File: config.mk
export PLATFORM = sky130hd
export DESIGN_NAME = conv3x3_stream
export DESIGN_NICKNAME = d
export VERILOG_FILES = /design/src/rtl/conv_pkg.sv /design/src/rtl/conv3x3_stream_line_buffer.sv /design/src/rtl/conv3x3_stream.sv
export SDC_FILE = /design/constraint.sdc
export NUM_CORES = 1
export LEC_CHECK = 0
export ABC_AREA = 1
export BUFFER_PORTS_ARGS = -buffer_cell sky130_fd_sc_hd__buf_2
export CAP_MARGIN = 20
export CORE_MARGIN = 2
export CORE_UTILIZATION = 40
export CTS_CLUSTER_SIZE = 14
export DETAILED_ROUTE_END_ITERATION = 12
export PLACE_DENSITY = 0.66
export SETUP_SLACK_MARGIN = 0.05
export SYNTH_ARGS = -nofsm -noshare
export SYNTH_HDL_FRONTEND = slang
export SYNTH_SLANG_ARGS = --single-unit
File: constraint.sdc
create_clock -name clk -period 5.6 [get_ports clk]
set_clock_uncertainty 0.2 [all_clocks]
set_input_delay 1.12 -clock clk [delete_from_list [all_inputs] [get_ports clk]]
set_output_delay 1.12 -clock clk [all_outputs]
set_load 0.01 [all_outputs]
File: src/rtl/conv_pkg.sv
// Shared types and width helpers for the 3x3 convolution engine.
package conv_pkg;

    typedef enum logic [1:0] {IDLE, STREAM, FLUSH} state_t;

    localparam int TAPS = 9;

    function automatic int prod_w(input int data_w, input int coef_w);
        return data_w + coef_w;
    endfunction

    // Nine products need four extra bits to add without overflow.
    function automatic int sum_w(input int data_w, input int coef_w);
        return prod_w(data_w, coef_w) + 4;
    endfunction

endpackage

File: src/rtl/conv3x3_stream_line_buffer.sv
// line_buffer: DEPTH-deep shift line, output is the sample shifted in DEPTH enables ago.
// Zero latency beyond DEPTH shifts; holds entirely while i_en is low.
module line_buffer
    import conv_pkg::*;
#(
    parameter int DEPTH = 10,
    parameter int W     = 2
) (
    input  logic         i_clk,
    input  logic         i_en,
    input  logic [W-1:0] i_dat,
    output logic [W-1:0] o_dat
);

    logic [W-1:0] r_mem [DEPTH];

    always_ff @(posedge i_clk) begin
        if (i_en) begin
            r_mem[0] <= i_dat;
            for (int i = 1; i < DEPTH; i++) begin
                r_mem[i] <= r_mem[i-1];
            end
        end
    end

    assign o_dat = r_mem[DEPTH-1];

endmodule

File: src/rtl/conv3x3_stream.sv
// conv3x3_stream: raster-streamed 3x3 valid-mode convolution; result 2 cycles after its last pixel, whole pipe freezes on out stall.
// Build option CONV3X3_SAT_EN: clamp the sum to 2^ACC_W-1 instead of wrapping.
module conv3x3_stream
    import conv_pkg::*;
#(
    parameter int IMG_W  = 10,
    parameter int IMG_H  = 10,
    parameter int DATA_W = 2,
    parameter int COEF_W = 2,
    parameter int ACC_W  = 16
) (
    input  logic                   clk,
    input  logic                   rst,
    input  logic                   coef_load,
    input  logic [9*COEF_W-1:0]    coef_in,
    input  logic                   in_valid,
    output logic                   in_ready,
    input  logic [DATA_W-1:0]      in_pix,
    output logic                   out_valid,
    input  logic                   out_ready,
    output logic [ACC_W-1:0]       out_pix,
    output logic                   frame_done
);

    localparam int PROD_W = prod_w(DATA_W, COEF_W);
    localparam int SUM_W  = sum_w(DATA_W, COEF_W);
    localparam int ROW_W  = $clog2(IMG_H);
    localparam int COL_W  = $clog2(IMG_W);

    state_t                  r_state, w_state_nxt;
    logic [ROW_W-1:0]        r_row;
    logic [COL_W-1:0]        r_col;
    logic [TAPS*COEF_W-1:0]  r_coef;
    logic [DATA_W-1:0]       r_win     [3][3];
    logic [DATA_W-1:0]       w_win_nxt [3][3];
    logic [DATA_W-1:0]       w_lb0, w_lb1;
    logic [PROD_W-1:0]       r_prod [TAPS];
    logic [PROD_W-1:0]       w_prod [TAPS];
    logic [SUM_W-1:0]        w_sum;
    logic [ACC_W-1:0]        w_red;
    logic [ACC_W-1:0]        r_out;
    logic                    r_v1, r_v2;
    logic                    w_stall, w_accept, w_issue, w_last_pix;
    logic                    w_in_ready, w_frame_done;

    assign w_stall    = r_v2 & ~out_ready;
    assign w_accept   = in_valid & in_ready;
    assign w_last_pix = (r_row == ROW_W'(IMG_H-1)) && (r_col == COL_W'(IMG_W-1));
    assign w_issue    = w_accept && (r_row >= ROW_W'(2)) && (r_col >= COL_W'(2));

    always_comb begin
        w_state_nxt  = r_state;
        w_in_ready   = 1'b0;
        w_frame_done = 1'b0;
        case (r_state)
            IDLE: begin
                w_in_ready = ~coef_load;
                if (in_valid && !coef_load) w_state_nxt = STREAM;
            end
            STREAM: begin
                w_in_ready = ~w_stall;
                if (in_valid && !w_stall && w_last_pix) w_state_nxt = FLUSH;
            end
            FLUSH: begin
                // The final result is the one leaving with stage 1 already empty.
                if (r_v2 && out_ready && !r_v1) begin
                    w_frame_done = 1'b1;
                    w_state_nxt  = IDLE;
                end
            end
            default: w_state_nxt = IDLE;
        endcase
    end

    assign in_ready   = w_in_ready & ~rst;
    assign frame_done = w_frame_done;
    assign out_valid  = r_v2;
    assign out_pix    = r_out;

    line_buffer #(.DEPTH(IMG_W), .W(DATA_W)) u_lb0 (
        .i_clk(clk), .i_en(w_accept), .i_dat(in_pix), .o_dat(w_lb0)
    );
    line_buffer #(.DEPTH(IMG_W), .W(DATA_W)) u_lb1 (
        .i_clk(clk), .i_en(w_accept), .i_dat(w_lb0), .o_dat(w_lb1)
    );

    // Products are taken from the post-shift window so stage 1 loads on the accept edge.
    always_comb begin
        for (int r = 0; r < 3; r++) begin
            w_win_nxt[r][0] = r_win[r][1];
            w_win_nxt[r][1] = r_win[r][2];
            w_win_nxt[r][2] = '0;
        end
        w_win_nxt[0][2] = w_lb1;
        w_win_nxt[1][2] = w_lb0;
        w_win_nxt[2][2] = in_pix;
        for (int k = 0; k < TAPS; k++) begin
            w_prod[k] = PROD_W'(w_win_nxt[k/3][k%3]) * PROD_W'(r_coef[k*COEF_W +: COEF_W]);
        end
    end

    always_comb begin
        w_sum = '0;
        for (int k = 0; k < TAPS; k++) begin
            w_sum = w_sum + SUM_W'(r_prod[k]);
        end
    end

`ifdef CONV3X3_SAT_EN
    logic w_ovf;
    if (SUM_W > ACC_W) begin : g_ovf
        assign w_ovf = |w_sum[SUM_W-1:ACC_W];
    end else begin : g_no_ovf
        assign w_ovf = 1'b0;
    end
    assign w_red = w_ovf ? {ACC_W{1'b1}} : ACC_W'(w_sum);
`else
    assign w_red = ACC_W'(w_sum);
`endif

    always_ff @(posedge clk or posedge rst) begin
        if (rst) begin
            r_state <= IDLE;
            r_row   <= '0;
            r_col   <= '0;
            r_coef  <= '0;
            r_v1    <= 1'b0;
            r_v2    <= 1'b0;
            r_out   <= '0;
        end else begin
            r_state <= w_state_nxt;
            if (r_state == IDLE && coef_load) r_coef <= coef_in;
            if (w_accept) begin
                if (r_col == COL_W'(IMG_W-1)) begin
                    r_col <= '0;
                    r_row <= (r_row == ROW_W'(IMG_H-1)) ? '0 : r_row + 1'b1;
                end else begin
                    r_col <= r_col + 1'b1;
                end
            end
            if (!w_stall) begin
                r_v1 <= w_issue;
                r_v2 <= r_v1;
                if (r_v1) r_out <= w_red;
            end
        end
    end

    always_ff @(posedge clk) begin
        if (w_accept) r_win  <= w_win_nxt;
        if (w_issue)  r_prod <= w_prod;
    end

endmodule

==> results.md, run 1 <==
* Initial antenna violation count at 0
* Via Count at ~3000
* Area Overhead vs Synth at 15.5%
* Crit Path Max Fanout at 2
* Routed WL at around 8500 um
* Clk Latency, worst-skew pair at 400 ps
* Antenna-violating nets left at 0
* Die width at 122 um
* Setup WS post-layout at between 1500 and 2000 ps
* Max H-tree Level at 4
* Synthesized cell area at between 5000 and 6000 um2
* CTS tree: done
* Crit start category: flip-flop
* Fmax achieved at about 0.26 GHz
* DRT iter0 DRCs at between 150 and 200
* Vias in the first global route at between 3000 and 4000
* RSZ-0062 raised after global routing: false
* Sequential cell area fraction in the yosys report at 0.605
* Fillers at 1202
* First-pass GRT wire length at approximately 14000 um
* Antenna Cells at 0
* Initial Utilization at 0.413
* VDD IR max at ~0.00024 V
* # rows at 42
* Power Internal at 1.93 mW
* Congestion Overflow GR at 0
* Worst slack, placed at approximately 1700 ps
* CP required at about 5700 ps
* Core area at 13400 um2
* Crit path arrival time at 3980 ps
* Worst setup EP type: flip-flop
* Global Route Usage Sum at 0.127
* Seq cells post-synth at between 100 and 150
* Library cells used by synthesis at 26
* Share of cells above drive strength 1 at 0.169
* Post-CTS setup buffer count at 0
* Vias per cell at about 4.5
* PortBufs at 35
* Status: complete, no violations
* Logic gate share of total power at 0.193
* Placed Cells at between 600 and 700
* P per Cell Area at about 410 nW/um2
* DRT Pass-1 Iters at 7
* Post-synthesis average cell area at 12.6 um2
* Final Core Density at 0.477
* Final setup viols at 0
* Placed instance area at 5880 um2
* Leak at just over 3 nW
* Area taken by flip-flops and latches at ~3400 um2
* Nets at between 500 and 600
* HP Class: flip-flop to flip-flop
* Crit Path Class: flip-flop to flip-flop
* Clock slew at reported path FFs at 50 ps
* Final Cycle Share at 0.696
* Die Footprint at 14800 um2
* Worst slew margin at 0.333
* Post-CTS Resized at 0
* Max-cap viol count at 0
* NetSw at between 700 and 800 uW
* Synthesized instance count at 438
* Slew Viols, Final at 0
* Cts hold-fix bufs at 0
* Worst hold slack at approximately 220 ps
* Worst-case clock buffer depth at 2
* Clock root buffer master: clkbuf_16
* Number of CTS-inserted buffers at 17
* Design Area, Final at 6400 um2
* Dpl hpwl at 5930 um
* Clock power share at 0.353
* Fin crit period at 3900 ps
* Io pins at 44
* Pin count of the biggest net entering global routing at 49
* Clock sinks at ~120
* Hold path cells at 0
* Final hold vios at 0
* DR DRC count at 0
* Actual slew at the worst max-slew pin at 999 ps
* Final non-filler cell total at just under 700
* R2R cell count at 15
* Routed WL per cell at around 13 um
* Post-Route Setup TNS at 0 ps
* Part of the power in registers at 0.454
* Sw Share at 0.270
* GPL Wtd Cong at ~0.81
* Area of the multi-input gates at between 1500 and 2000 um2
* Die height at 122 um
* Pwr Total at roughly 2.6 mW
* Yosys warns at 0
-- state kept, by name, indices dropped and copies added (netlist names) --
name,count
out_pix,8
out_valid,1
r_coef,18
r_col,4
r_prod,36
r_row,4
r_state,2
r_v1,1
r_win,6
u_lb0.r_mem,20
u_lb1.r_mem,18
-- synth_stat cells --
cell type	instances	share of area
inv_1	98	0.066
nand2_1	91	0.062
edfxtp_1	80	0.43
dfrtp_1	38	0.17
ha_1	27	0.061
fa_1	26	0.094
o21ai_0	15	0.014
mux2_4	10	0.027
nand3_1	10	0.0090
buf_4	8	0.011
mux2_2	8	0.016
a21oi_1	4	0.0036
nor2_1	4	0.0027
nand4_1	3	0.0034
xor2_1	3	0.0047
nor2_2	2	0.0023
nor2_4	2	0.0041
buf_2	1	0.00090
buf_8	1	0.0027
clkinv_2	1	0.00090
conb_1	1	0.00068
nand2_2	1	0.0011
nand2_4	1	0.0020
nand3_4	1	0.0032
nor3_1	1	0.00090
xnor2_1	1	0.0016
-- cell usage in the layout, fill, tap and decap left out --
| cell type | count |
|---|---|
| a21oi_1 | 4 |
| buf_2 | 35 |
| clkbuf_1 | 7 |
| clkbuf_16 | 17 |
| clkbuf_8 | 3 |
| clkinv_1 | 2 |
| clkinv_2 | 4 |
| conb_1 | 8 |
| dfrtp_1 | 38 |
| edfxtp_1 | 80 |
| fa_1 | 26 |
| ha_1 | 27 |
| inv_1 | 97 |
| inv_2 | 1 |
| mux2_2 | 8 |
| mux2_4 | 10 |
| nand2_1 | 91 |
| nand2_2 | 1 |
| nand2_4 | 1 |
| nand3_1 | 10 |
| nand3_4 | 1 |
| nand4_1 | 3 |
| nor2_1 | 4 |
| nor2_2 | 2 |
| nor2_4 | 2 |
| nor3_1 | 1 |
| o21ai_0 | 15 |
| xnor2_1 | 1 |
| xor2_1 | 3 |
-- worst max-delay path, cell delays in order, from the launching register on --
cell and delay [ps]:
edfxtp_1 310, inv_1 50, fa_1 520, inv_1 60, fa_1 500, fa_1 540, inv_1 50, fa_1 460
inv_1 70, ha_1 160, inv_1 50, fa_1 390, o21ai_0 170, nand2_1 80, nand2_1 60, o21ai_0 80
-- power by group through the flow --
| stage | Combinational [mW] | Sequential (mW) | Clock [mW] |
|---|---|---|---|
| floorplan | 0.388 | 1.19 | 0 |
| global placement | 0.492 | 1.21 | 0 |
| detailed placement | 0.514 | 1.22 | 0 |
| CTS | 0.521 | 1.20 | 0.955 |
| global route | 0.600 | 1.22 | 0.992 |
| finish | 0.510 | 1.20 | 0.936 |
-- cells by family after synthesis --
kind of cell / Yosys count / share of synthesized area
multiplexers: 18 / 0.0434
AND/OR/NAND/NOR: 116 / 0.0904
flip-flops: 118 / 0.605
adder cells (fa/ha/maj): 53 / 0.155
other: 1 / 0.000677
AO/OA/AOI/OAI: 19 / 0.0172
buffers and inverters: 109 / 0.0818
XOR/XNOR: 4 / 0.00633
-- final cells by class --
class | count | area share
Clock buffer | 27 | 0.0771
Clock inverter | 5 | 0.00352
Inverter | 99 | 0.0583
Multi-Input combinational cell | 218 | 0.275
Sequential cell | 118 | 0.524
Tap cell | 176 | 0.0344
Timing Repair Buffer | 35 | 0.0274
-- final timing paths --
path	start	to	slack (ps)
hold reg to reg	u_lb0.r_mem[7][1]$_DFFE_PP_	u_lb0.r_mem[8][1]$_DFFE_PP_	220
setup reg to reg	r_prod[2]$_DFFE_PP_	out_pix[6]$_DFFE_PP0P_	1700
min in group asynchronous	rst	r_coef[11]$_DFFE_PP0P_	720
max in group asynchronous	rst	r_coef[5]$_DFFE_PP0P_	3890
setup / recovery	r_prod[2]$_DFFE_PP_	out_pix[6]$_DFFE_PP0P_	1700
hold / removal	u_lb0.r_mem[7][1]$_DFFE_PP_	u_lb0.r_mem[8][1]$_DFFE_PP_	220
-- routing by layer --
| metal | vias to the layer above | GRT usage | share of wire |
|---|---|---|---|
| met5 | - | 0 | 0 |
| met4 | 0 | 0.0582 | 0.017 |
| met2 | 74 | 0.203 | 0.49 |
| li1 | 1482 | - | - |
| met1 | 1476 | 0.154 | 0.45 |
| met3 | 8 | 0.0487 | 0.041 |
(Power assumes the default switching activity.)
==> inputs of run 2 (changes only) <==
==> constraint.sdc (replaced) <==
create_clock -name clk -period 3.79 [get_ports clk]
set_clock_uncertainty 0.2 [all_clocks]
set_input_delay 0.758 -clock clk [delete_from_list [all_inputs] [get_ports clk]]
set_output_delay 0.758 -clock clk [all_outputs]
set_load 0.01 [all_outputs]
==> run 2 against run 1 <==
- register-to-register slack got worse by 1600 ps
- combinational power grew 58%
- critical path depth down 2
==> results.md, run 2 (same netlist as run 1, synthesis figures left out) <==
* CP required at 3870 ps (-1810 ps)
* Worst slack, placed at -73.5 ps (-1760 ps)
* Largest Register: r_prod
* Antenna Cells at 0 (unchanged)
* Pin count of the biggest net entering global routing at 49 (unchanged)
* Cts hold-fix bufs at 0 (unchanged)
* Final setup viols at 0 (unchanged)
* DRT Pass-1 Iters at 5 (-2)
* Worst setup EP type: flip-flop
* CTS tree: done
* Number of CTS-inserted buffers at 17 (unchanged)
* Global Route Usage Sum at 0.131 (+0.00330)
* Slew Viols, Final at 0 (unchanged)
* DR DRC count at 0 (unchanged)
* First-pass GRT wire length at 14700 um (+3.7%)
* Initial Utilization at 0.413 (unchanged)
* RSZ-0062 raised after global routing: true
* Dpl hpwl at 5970 um (+0.77%)
* Vias per cell at 4.51 (+0.53%)
* Final Cycle Share at 0.968 (+0.272)
* Worst slew margin at 0.476 (+0.144)
* Core area at 13400 um2 (unchanged)
* Top Registers: r_prod x36, u_lb0.r_mem x20
* Die width at 122 um (unchanged)
* Fmax achieved at 0.273 GHz (+6.3%)
* Max H-tree Level at 4 (unchanged)
* Antenna-violating nets left at 0 (unchanged)
* Die height at 122 um (unchanged)
* Clock root buffer master: clkbuf_16
* Final Core Density at 0.485 (+0.00747)
* GPL Wtd Cong at 0.800 (-1.2%)
* Area taken by flip-flops and latches at 3350 um2 (unchanged)
* Congestion Overflow GR at 0 (unchanged)
* Routed WL per cell at 12.8 um (+2.1%)
* Actual slew at the worst max-slew pin at 785 ps (-214 ps)
* Area Overhead vs Synth at 17.3%
* Setup WS post-layout at 121 ps (-1580 ps)
* Fillers at 1176 (-2.2%)
* Crit start category: flip-flop
* Io pins at 44 (unchanged)
* Initial antenna violation count at 0 (unchanged)
* Crit path arrival time at 3750 ps (-230 ps)
* PortBufs at 35 (unchanged)
* Status: complete, no violations
* Most frequent cells in the layout: inv_1, nand2_1, edfxtp_1, dfrtp_1, buf_2
* Share of cells above drive strength 1 at 0.200 (+0.0311)
* Most common cell after layout, fill and taps aside: inv_1
* P per Cell Area at 626 nW/um2 (+51%)
* Via Count at 3065 (+0.82%)
* Routed WL at 8690 um (+2.4%)
* Crit Path Class: flip-flop to flip-flop
* Die Footprint at 14800 um2 (unchanged)
* Crit Path Max Fanout at 2 (unchanged)
* # rows at 42 (unchanged)
* Area of the multi-input gates at 1800 um2 (+2.3%)
* HP Class: input port to asynchronous set/reset pin
* Post-Route Setup TNS at 0 ps (unchanged)
* Clk Latency, worst-skew pair at 400 ps (about the same)
* Final hold vios at 0 (unchanged)
* Leak at 3.12 nW (+1.0%)
* Clock slew at reported path FFs at 50 ps (about the same)
* Worst-case clock buffer depth at 2 (unchanged)
* DRT iter0 DRCs at 178 (+1.1%)
* Clock sinks at 118 (unchanged)
* Vias in the first global route at 3145 (+1.3%)
* Fin crit period at 3670 ps (-231 ps)
* Worst hold slack at 213 ps (-1.88 ps)
* VDD IR max at 0.000312 V (+32%)
* Max-cap viol count at 0 (unchanged)
* Nets at 569 (+0.35%)
* Largest register FFs at 36 (unchanged)
==> run 2: metrics by stage <==
stage	power, mW	instance area (um2)	cells
after floorplan	2.34	5570	445
after global placement	2.52	5900	648
after detailed placement	2.56	5900	648
after CTS	4.07	6460	680
after global routing	4.32	6500	680
final	4.07	6500	680
==> run 2: per-layer routing <==
layer  track usage  vias up  part of all wire
met2         0.217       55              0.51
met5             0        -                 0
met3        0.0421        8             0.036
met4        0.0474        0             0.011
li1              -     1485                 -
met1         0.161     1517              0.45
==> run 2: final timing paths <==
| kind | startpoint | to | slack (ps) | depth (start not counted) |
|---|---|---|---|---|
| min | rst | out_pix[7]$_DFFE_PP0P_ | 210 | 2 |
| max | r_prod[18]$_DFFE_PP_ | out_pix[6]$_DFFE_PP0P_ | 120 | 13 |
| max reg2reg | r_prod[18]$_DFFE_PP_ | out_pix[6]$_DFFE_PP0P_ | 120 | 13 |
| max in group asynchronous | rst | r_coef[15]$_DFFE_PP0P_ | 2460 | 3 |
| min reg2reg | u_lb1.r_mem[5][0]$_DFFE_PP_ | u_lb1.r_mem[6][0]$_DFFE_PP_ | 220 | 0 |
| min in group clk | u_lb1.r_mem[5][0]$_DFFE_PP_ | u_lb1.r_mem[6][0]$_DFFE_PP_ | 220 | 0 |
==> run 2: area by class of cell <==
type | instances | share of cell area
timing repair buffer | 37 | 0.0293
tap | 176 | 0.0339
clock inverter | 4 | 0.00674
multi-input combinational | 218 | 0.277
clock buffer | 28 | 0.0795
inverter | 99 | 0.0574
sequential | 118 | 0.516
==> run 2: what timing repair did <==
item,in CTS,in global routing
setup buffers,0,0
gates resized for setup,4,10
endpoints found under the setup margin,2,5
pin swaps,8,5
==> run 2: worst max-delay path, cell delays in order (launching register included) <==
cell and delay [ps]:
edfxtp_1 390, fa_1 520, fa_1 510, fa_1 510, inv_1 50, fa_1 420, inv_1 70, ha_2 180
inv_2 40, fa_2 350, o21ai_2 110, nand2_1 70, nand2_1 70, o21ai_1 60
==> run 2: report_power, final <==
group	switching (mW)	internal, mW
combinational	0.426	0.378
clock	0.499	0.984
sequential	0.152	1.63
==> inputs of run 3 (changes only) <==
--- a/config.mk
+++ b/config.mk
@@ -5,13 +5,13 @@
 export SDC_FILE = /design/constraint.sdc
 export NUM_CORES = 1
 export LEC_CHECK = 0
-export ABC_AREA = 1
 export BUFFER_PORTS_ARGS = -buffer_cell sky130_fd_sc_hd__buf_2
 export CAP_MARGIN = 20
 export CORE_MARGIN = 2
 export CORE_UTILIZATION = 40
 export CTS_CLUSTER_SIZE = 14
 export DETAILED_ROUTE_END_ITERATION = 12
+export GPL_TIMING_DRIVEN = 0
 export PLACE_DENSITY = 0.66
 export SETUP_SLACK_MARGIN = 0.05
 export SYNTH_ARGS = -nofsm -noshare
==> run 3 against run 2 <==
- the flow now finishes with violations (negative setup slack)
- critical path depth unchanged
- synthesized cell count is 17% lower
- worst setup slack got worse by 160 ps
- non-clock buffer count grew 17
==> results.md, run 3 <==
* Antenna Cells at 0 (unchanged)
* Die height at 120 um (-1.3%)
* Leak at 2.80 nW (-10%)
* Synth async-reset ratio at 0.322 (unchanged)
* Library cells used by synthesis at 39 (+50%)
* Global Route Usage Sum at 0.132 (+0.00150)
* P per Cell Area at 908 nW/um2 (+45%)
* Crit path arrival time at 3910 ps (+160 ps)
* Logic gate share of total power at 0.408 (+0.210)
* Crit Path Class: flip-flop to flip-flop
* Final hold vios at 0 (unchanged)
* Part of the power in registers at 0.320 (-0.118)
* Sw Share at 0.325 (+0.0596)
* Largest cells by area after synthesis: edfxtp_1, dfrtp_1, fa_1, ha_1, mux2_2
* Routed WL per cell at 13.7 um (+7.0%)
* RSZ-0062 raised after global routing: true
* Crit Path Max Fanout at 2 (unchanged)
* Synthesized cell area at 5400 um2 (-2.6%)
* Post-synth top cells: edfxtp_1, inv_1, dfrtp_1
* Post-Route Setup TNS at -84.1 ps (-84.1 ps)
* Max H-tree Level at 4 (unchanged)
* Nets at 508 (-11%)
* Seq cells post-synth at 118 (unchanged)
* Sequential cell area fraction in the yosys report at 0.621 (+0.0160)
* Final Core Density at 0.499 (+0.0139)
* HP Class: flip-flop to flip-flop
* Top-count cell post-synth: edfxtp_1
* Yosys top cell by area: edfxtp_1
* Power Internal at 4.03 mW (+35%)
* Dpl hpwl at 5980 um (+0.10%)
* Antenna-violating nets left at 0 (unchanged)
* Initial Utilization at 0.409 (-0.00423)
* DR DRC count at 0 (unchanged)
* Yosys warns at 0 (unchanged)
* Post-synth EDFFs at 80 (unchanged)
* Largest register FFs at 36 (unchanged)
* DRT iter0 DRCs at 151 (-15%)
* Pin count of the biggest net entering global routing at 45 (-8.2%)
* Slew Viols, Final at 0 (unchanged)
* Actual slew at the worst max-slew pin at 893 ps (+108 ps)
* Io pins at 44 (unchanged)
* Initial antenna violation count at 0 (unchanged)
* Worst slew margin at 0.404 (-0.0722)
* Die Footprint at 14400 um2 (-2.5%)
* Die width at 120 um (-1.3%)
* Fin crit period at 3830 ps (+165 ps)
* Vias per cell at 4.57 (+1.4%)
* Area of the multi-input gates at 1860 um2 (+3.2%)
* First-pass GRT wire length at 14400 um (-1.8%)
* Worst setup EP type: flip-flop
* Mux share of post-synthesis cell area at 0.0501 (+0.00671)
* Core area at 13200 um2 (-1.6%)
* GPL Wtd Cong at 0.736 (-8.1%)
* Routed WL at 8470 um (-2.6%)
* Via Count at 2828 (-7.7%)
* Post-Synth XOR/XNOR Area at 0.00974 (+0.00341)
* Most frequent cells in the layout: edfxtp_1, inv_1, buf_2, dfrtp_1, and2_1
* Clk Latency, worst-skew pair at 410 ps (about the same)
* Final Cycle Share at 1.01 (+0.0435)
* CTS tree: done
* Post-synthesis average cell area at 14.9 um2 (+18%)
* Status: finished, violations left
* Failing checks: negative setup slack
* Area Overhead vs Synth at 21.9%
* CP required at 3860 ps (about the same)
* Number of CTS-inserted buffers at 17 (unchanged)
* NetSw at 1.94 mW (+80%)
* Share of cells above drive strength 1 at 0.278 (+0.0773)
* Area taken by flip-flops and latches at 3350 um2 (unchanged)
* Clock root buffer master: clkbuf_16
* Clock slew at reported path FFs at 50 ps (about the same)
* Clock sinks at 118 (unchanged)
* Final setup viols at 2 (+2)
* # rows at 42 (unchanged)
* Largest Register: r_prod
* Setup WS post-layout at -43.6 ps (-165 ps)
* Synth Area in Simple Gates at 0.0872 (-0.00318)
* Top Registers: r_prod x36, u_lb0.r_mem x20
* Cts hold-fix bufs at 0 (unchanged)
* Crit start category: flip-flop
* Worst-case clock buffer depth at 2 (unchanged)
* Fmax achieved at 0.261 GHz (-4.3%)
* VDD IR max at 0.000471 V (+51%)
* Post-synthesis adder-cell area fraction at 0.159 (+0.00410)
* Fillers at 1156 (-1.7%)
* DRT Pass-1 Iters at 5 (unchanged)
* Largest family of logic cells by synthesized area: adder cells
* Vias in the first global route at 3008 (-4.4%)
* Placed Cells at 583 (-10%)
* Most common cell after layout, fill and taps aside: edfxtp_1
* Congestion Overflow GR at 0 (unchanged)
* Max-cap viol count at 0 (unchanged)
* Clock power share at 0.272 (-0.093)
* Top_reg_cell synth: edfxtp_1
* Post-synth top area share at 0.445 (+0.0115)
* Compound-Gate Fraction of Synth Area at 0.0209 (+0.00370)
* Synthesized instance count at 363 (-17%)
* Final non-filler cell total at 619 (-9.0%)
* PortBufs at 35 (unchanged)
[run 3: cell count changes in the layout (fill, tap and decap cells not counted), sizes merged, moves of 6 or more]
cell,before,now
o21ai,15,7
nand2,93,11
inv,98,53
clkbuf,28,22
and2,0,36
buf,37,53
mux2,18,24
nand3,11,3
[run 3: power groups by stage]
stage                     clock [mW]  combinational, mW  sequential (mW)
after floorplan                    0               1.52             1.89
after global placement             0               1.90             1.92
after detailed placement           0               2.01             1.93
after CTS                       1.65               2.26             1.91
after global routing            1.72               2.84             1.95
final                           1.62               2.44             1.91
[run 3: stage by stage]
stage               cell area, um2  worst slack [ps]  total power, mW  hold WS, ps
finish                        6580             -43.6             5.97          215
floorplan                     5440              25.8             3.42          200
CTS                           6540             -70.1             5.83          216
global placement              5840              -230             3.82          204
detailed placement            5900              -152             3.95          205
global route                  6580              -235             6.51          222
[run 3: repair_timing]
action	CTS	global route
setup endpoints to repair	4	5
pin swaps	9	4
gates resized for setup	6	5
setup buffers	2	2
[run 3: path summary, 6_finish.rpt]
path | start | to | slack [ps] | cells after the start
max | r_prod[26]$_DFFE_PP_ | out_pix[6]$_DFFE_PP0P_ | -40 | 13
min | u_lb0.r_mem[6][0]$_DFFE_PP_ | u_lb0.r_mem[7][0]$_DFFE_PP_ | 220 | 0
max reg2reg | r_prod[26]$_DFFE_PP_ | out_pix[6]$_DFFE_PP0P_ | -40 | 13
min reg2reg | u_lb0.r_mem[6][0]$_DFFE_PP_ | u_lb0.r_mem[7][0]$_DFFE_PP_ | 220 | 0
max in group asynchronous | rst | r_coef[11]$_DFFE_PP0P_ | 2530 | 2
min in group asynchronous | rst | r_state[1]$_DFFE_PP0P_ | 330 | 2
[run 3: routing by layer]
metal | vias to the layer above | GRT usage | routed length [um]
met3 | 8 | 0.0456 | 418
met4 | 0 | 0.0610 | 104
li1 | 1355 | - | -
met2 | 60 | 0.205 | 4060
met1 | 1405 | 0.167 | 3890
met5 | - | 0 | 0
[run 3: cell type report]
type                            count  area share
Sequential cell                   118       0.510
Clock inverter                     11      0.0224
Multi-Input combinational cell    188       0.282
Buffer                             13      0.0127
Timing Repair Buffer               41      0.0401
Tap cell                          176      0.0335
Clock buffer                       21      0.0700
Inverter                           51      0.0291
[run 3: cell families after synthesis]
| family | after synthesis |
|---|---|
| AO/OA/AOI/OAI | 17 |
| XOR/XNOR | 6 |
| adder cells (fa/ha/maj) | 53 |
| buffers and inverters | 64 |
| flip-flops | 118 |
| multiplexers | 24 |
| other | 1 |
| AND/OR/NAND/NOR | 80 |
[run 3: critical path, stage by stage (launching register included)]
cell	delay [ps]
edfxtp_1	390
fa_1	570
fa_1	450
fa_1	520
inv_1	50
fa_1	430
inv_1	70
ha_2	180
inv_2	40
fa_2	330
nand2b_4	150
a21oi_2	120
xnor2_1	130
o21ai_1	80
